--- src/rtl/tap_ctrl.sv ---
// IEEE 1149.1 TAP controller with instruction register, bypass register and TDO mux.
// Optional TAP_STATE_OUT_EN exports the current FSM state as TAP_STATE[3:0].
module tap_ctrl #(
    parameter int                IR_LEN    = 4,
    parameter logic [IR_LEN-1:0] IDCODE_OP = IR_LEN'(4'b0010)
) (
    input  logic       TCK,
    input  logic       rst,
    input  logic       TMS,
    input  logic       TDI,
    input  logic       BSR_TDO,
    output logic       TDO,
    output logic       TDO_OE,
    output logic       CAPTUREDR,
    output logic       SHIFTDR,
    output logic       UPDATEDR,
    output logic       EXTEST_SELECT,
    output logic       SAMPLE_SELECT,
    output logic       INTEST_SELECT,
    output logic       RUNBIST_SELECT,
    output logic       CLAMP_SELECT,
    output logic       IDCODE_SELECT,
    output logic       USERCODE_SELECT,
    output logic       HIGHZ_SELECT,
    output logic       BYPASS_SELECT
`ifdef TAP_STATE_OUT_EN
    ,output logic [3:0] TAP_STATE
`endif
);

    typedef enum logic [3:0] {
        TLR    = 4'd0,  RTI    = 4'd1,  SEL_DR = 4'd2,  CAP_DR = 4'd3,
        SH_DR  = 4'd4,  EX1_DR = 4'd5,  PAU_DR = 4'd6,  EX2_DR = 4'd7,
        UPD_DR = 4'd8,  SEL_IR = 4'd9,  CAP_IR = 4'd10, SH_IR  = 4'd11,
        EX1_IR = 4'd12, PAU_IR = 4'd13, EX2_IR = 4'd14, UPD_IR = 4'd15
    } tap_state_e;

    tap_state_e        r_state;
    tap_state_e        w_next;
    logic [IR_LEN-1:0] r_ir;
    logic [IR_LEN-1:0] r_ir_shift;
    logic              r_bypass;
    logic              r_tdo;
    logic              r_tdo_oe;
    logic [8:0]        w_sel;

    always_ff @(posedge TCK or negedge rst) begin
        if (!rst) r_state <= TLR;
        else      r_state <= w_next;
    end

    always_comb begin
        w_next = r_state;
        case (r_state)
            TLR:    w_next = TMS ? TLR    : RTI;
            RTI:    w_next = TMS ? SEL_DR : RTI;
            SEL_DR: w_next = TMS ? SEL_IR : CAP_DR;
            CAP_DR: w_next = TMS ? EX1_DR : SH_DR;
            SH_DR:  w_next = TMS ? EX1_DR : SH_DR;
            EX1_DR: w_next = TMS ? UPD_DR : PAU_DR;
            PAU_DR: w_next = TMS ? EX2_DR : PAU_DR;
            EX2_DR: w_next = TMS ? UPD_DR : SH_DR;
            UPD_DR: w_next = TMS ? SEL_DR : RTI;
            SEL_IR: w_next = TMS ? TLR    : CAP_IR;
            CAP_IR: w_next = TMS ? EX1_IR : SH_IR;
            SH_IR:  w_next = TMS ? EX1_IR : SH_IR;
            EX1_IR: w_next = TMS ? UPD_IR : PAU_IR;
            PAU_IR: w_next = TMS ? EX2_IR : PAU_IR;
            EX2_IR: w_next = TMS ? UPD_IR : SH_IR;
            UPD_IR: w_next = TMS ? SEL_DR : RTI;
            default: w_next = TLR;
        endcase
    end

    // Select vector order: EXTEST, SAMPLE, INTEST, RUNBIST, CLAMP, IDCODE, USERCODE, HIGHZ, BYPASS
    always_comb begin
        CAPTUREDR = (r_state == CAP_DR);
        SHIFTDR   = (r_state == SH_DR);
        UPDATEDR  = (r_state == UPD_DR);
        w_sel     = '0;
        case (r_ir)
            IR_LEN'(4'd0): w_sel[8] = 1'b1;
            IR_LEN'(4'd1): w_sel[7] = 1'b1;
            IR_LEN'(4'd3): w_sel[6] = 1'b1;
            IR_LEN'(4'd4): w_sel[5] = 1'b1;
            IR_LEN'(4'd5): w_sel[4] = 1'b1;
            IR_LEN'(4'd2): w_sel[3] = 1'b1;
            IR_LEN'(4'd6): w_sel[2] = 1'b1;
            IR_LEN'(4'd7): w_sel[1] = 1'b1;
            default:       w_sel[0] = 1'b1;
        endcase
    end

    assign {EXTEST_SELECT, SAMPLE_SELECT, INTEST_SELECT, RUNBIST_SELECT, CLAMP_SELECT,
            IDCODE_SELECT, USERCODE_SELECT, HIGHZ_SELECT, BYPASS_SELECT} = w_sel;

    // ir only loads from the shift register in UPD_IR, so an aborted scan never reaches it
    always_ff @(posedge TCK or negedge rst) begin
        if (!rst) begin
            r_ir       <= IDCODE_OP;
            r_ir_shift <= '0;
            r_bypass   <= 1'b0;
        end else begin
            case (r_state)
                TLR:    r_ir       <= IDCODE_OP;
                CAP_IR: r_ir_shift <= IR_LEN'(2'b01);
                SH_IR:  r_ir_shift <= {TDI, r_ir_shift[IR_LEN-1:1]};
                UPD_IR: r_ir       <= r_ir_shift;
                CAP_DR: if (BYPASS_SELECT) r_bypass <= 1'b0;
                SH_DR:  if (BYPASS_SELECT) r_bypass <= TDI;
                default: ;
            endcase
        end
    end

    always_ff @(negedge TCK or negedge rst) begin
        if (!rst) begin
            r_tdo    <= 1'b0;
            r_tdo_oe <= 1'b0;
        end else begin
            case (r_state)
                SH_IR: begin
                    r_tdo    <= r_ir_shift[0];
                    r_tdo_oe <= 1'b1;
                end
                SH_DR: begin
                    r_tdo    <= BYPASS_SELECT ? r_bypass : BSR_TDO;
                    r_tdo_oe <= 1'b1;
                end
                default: r_tdo_oe <= 1'b0;
            endcase
        end
    end

    assign TDO    = r_tdo;
    assign TDO_OE = r_tdo_oe;

`ifdef TAP_STATE_OUT_EN
    assign TAP_STATE = r_state;
`else
    // state encoding stays internal
`endif

endmodule

--- config.mk ---
export PLATFORM = sky130hd
export DESIGN_NAME = tap_ctrl
export DESIGN_NICKNAME = d
export VERILOG_FILES = /design/src/rtl/tap_ctrl.sv
export SDC_FILE = /design/constraint.sdc
export NUM_CORES = 1
export LEC_CHECK = 0
export ABC_AREA = 1
export CAP_MARGIN = 20
export CELL_PAD_IN_SITES_DETAIL_PLACEMENT = 1
export CELL_PAD_IN_SITES_GLOBAL_PLACEMENT = 1
export CORE_MARGIN = 2
export CORE_UTILIZATION = 30
export DETAILED_ROUTE_END_ITERATION = 6
export GPL_TIMING_DRIVEN = 0
export PLACE_DENSITY = 0.74
export REMOVE_ABC_BUFFERS = 1
export SKIP_CTS_REPAIR_TIMING = 1
export SYNTH_ARGS = -nofsm -noshare
export SYNTH_HDL_FRONTEND = slang
export SYNTH_SLANG_ARGS = --single-unit
--- constraint.sdc ---
create_clock -name TCK -period 2.35 [get_ports TCK]
set_input_delay 0.47 -clock TCK [delete_from_list [all_inputs] [get_ports TCK]]
set_output_delay 0.47 -clock TCK [all_outputs]
set_load 0.05 [all_outputs]
==> reports/qor.txt <==
CP max FO: 2
fillers: 352
Mapped Area: 876 um^2
Crit path max-delay family: flip-flops
register area share after synthesis: 0.430
die width: 58.0 um
Worst VDD drop: 0.720 mV
# setup viols final: 3
initial antenna violation count: 0
cell chain of the critical path: buf_6
core area: 2760 um^2
worst-margin pin slew: 709 ps
Final WS setup: -185 ps
setup_tns: -334 ps
syn avg cell area: 7.30 um^2
fin area: 1150 um^2
ANT cells: 0
number of flops mapped to enable cells by yosys: 0
PwrDens: 1170 nW/um^2
startpoint types: register
fin util: 0.417
Final Hold Viols: 0
Starting Density: 0.318
Main synth FF type: dfrtp_1
FF-to-FF End: TDO
crit path from: TDO
Num CTS Buffers: 3
routed vias: 873
fin nets: 147
DP HPWL: 1950 um
vias per cell: 5.08
GR Util met1: 0.185
status: finished with violations
gr busiest metal: met2
Critical Path End: TDO
placed cells: 168
YS warnings: 0
DRT iter0 DRCs: 24
# rows: 19
Placer Congestion: 0.790
Post-Synthesis Cells: 120
I/O pin count: 19
max-cap violations: 0
failing checks: setup timing
CTS Root Cell: clkbuf_4
total track usage: 0.164
CTS tree: done
Finished Layout Cells: 172
Detailed Route WL: 2380 um
most frequent cells in the layout: nand2_1, inv_1, nand3_1, dfrtp_1, dlymetal6s2s_1
maximum buffer depth of the clock tree: 2
Tightest Hold Check Type: register to register
number of library cell types mapped by synthesis: 22
WP depth: 1
M2 GR Usage: 0.305
reg2reg setup slack: 0 ps
Final Max Slew Viols: 0
Final ANT Viol Nets: 0
commonest non-fill, non-tap cell in the layout: nand2_1
DR pass1 iterations: 6
H-tree Lvls: 1
FF+latch count, synth: 15
worst stage delay on the critical path: 440 ps
clk slew on worst S/H paths: 70 ps
Pleak: 0.755 nW
fraction of layout instances using a drive strength above 1: 0.156
first-pass GRT wire length: 4140 um
die area: 3370 um^2
Setup Skew: 8.61 ps
met3 Resource Use GR: 0.0201
drt wl/cell: 13.8 um
TritonCTS Sinks: 15
CP bufs+invs: 1
FF-to-FF path depth: 6
Slew headroom: 0.526
worst r2r src: r_state[1]
crit path kind: register to primary output
vias in the first global route: 925
CP Capture Type: primary output
worst endpoint required time: 1880 ps
Crit-path slowest cell: dfrtn_1
Worst-Skew Late Latency: 290 ps
RSZ-0062 raised after global routing: yes
post-place setup slack: -493 ps
placed cell area: 1090 um^2
number of I/O port buffers: 18
Overflow after GRT: 0
Area Growth Syn to Fin: 31.3%
DRC: 0
Critical Path AT: 2060 ps
Async SR Flop Fraction: 1.00
maximum number of pins on one net before global-route repair: 16
die height: 58.0 um
[cell usage after synthesis (2+ instances only)]
| master | instances | area [um^2] |
|---|---|---|
| nand2_1 | 32 | 120 |
| inv_1 | 14 | 52.6 |
| nand3_1 | 13 | 65.1 |
| dfrtp_1 | 12 | 300 |
| nor3_1 | 8 | 40.0 |
| nor2_1 | 7 | 26.3 |
| nand2_2 | 6 | 37.5 |
| o21ai_0 | 5 | 25.0 |
| o22ai_1 | 5 | 31.3 |
| inv_2 | 4 | 15.0 |
| dfrtn_1 | 2 | 50.1 |
| nor2_4 | 2 | 22.5 |
[layout make-up]
type / instances / area, um^2 / share of cell area
inverter: 19 / 76.3 / 0.0664
timing repair buffer: 18 / 210 / 0.183
multi-input combinational: 85 / 422 / 0.367
sequential: 15 / 377 / 0.328
tap: 31 / 38.8 / 0.0337
clock buffer: 4 / 26.3 / 0.0229
[stage by stage]
stage	total power, mW	hold WS (ps)
2_1_floorplan	0.960	174
3_3_place_gp	1.16	461
3_5_place_dp	1.19	469
5_1_grt	1.45	531
6_report	1.34	499
4_1_cts	1.35	474
[routing by layer]
layer  share of wire  vias up  wire length, um
met2            0.53       21             1250
met1            0.43      416             1030
met5               0        -                0
met4           0.015        0               35
li1                -      432                -
met3           0.026        4               63
[worst min path at each step]
stage | startpoint | to | cells past startpoint
final | TDO | TDO | 2
after detailed placement | TDO | TDO | 2
after floorplan | rst | r_bypass | 0
after CTS | TDO | TDO | 2
after global routing | r_bypass | r_bypass | 2
after global placement | TDO | TDO | 2
[flip-flops by register name (all words and copies together), names as in the netlist]
signal,count
r_state,4
r_ir_shift,4
TDO,1
TDO_OE,1
r_ir,4
r_bypass,1
[logic make-up after synthesis]
logic type             Yosys count  synth area share
buffers and inverters           20            0.0914
and+or+nand+nor                 70             0.376
DFF                             15             0.430
AOI/OAI and AO/OA               15             0.103
[power by group]
part	switching (mW)	internal, mW	total (mW)
combinational	0.510	0.234	0.744
sequential	0.0868	0.358	0.445
clock	0.0849	0.0659	0.151
total	0.682	0.658	1.34
(Power assumes the default switching activity.)
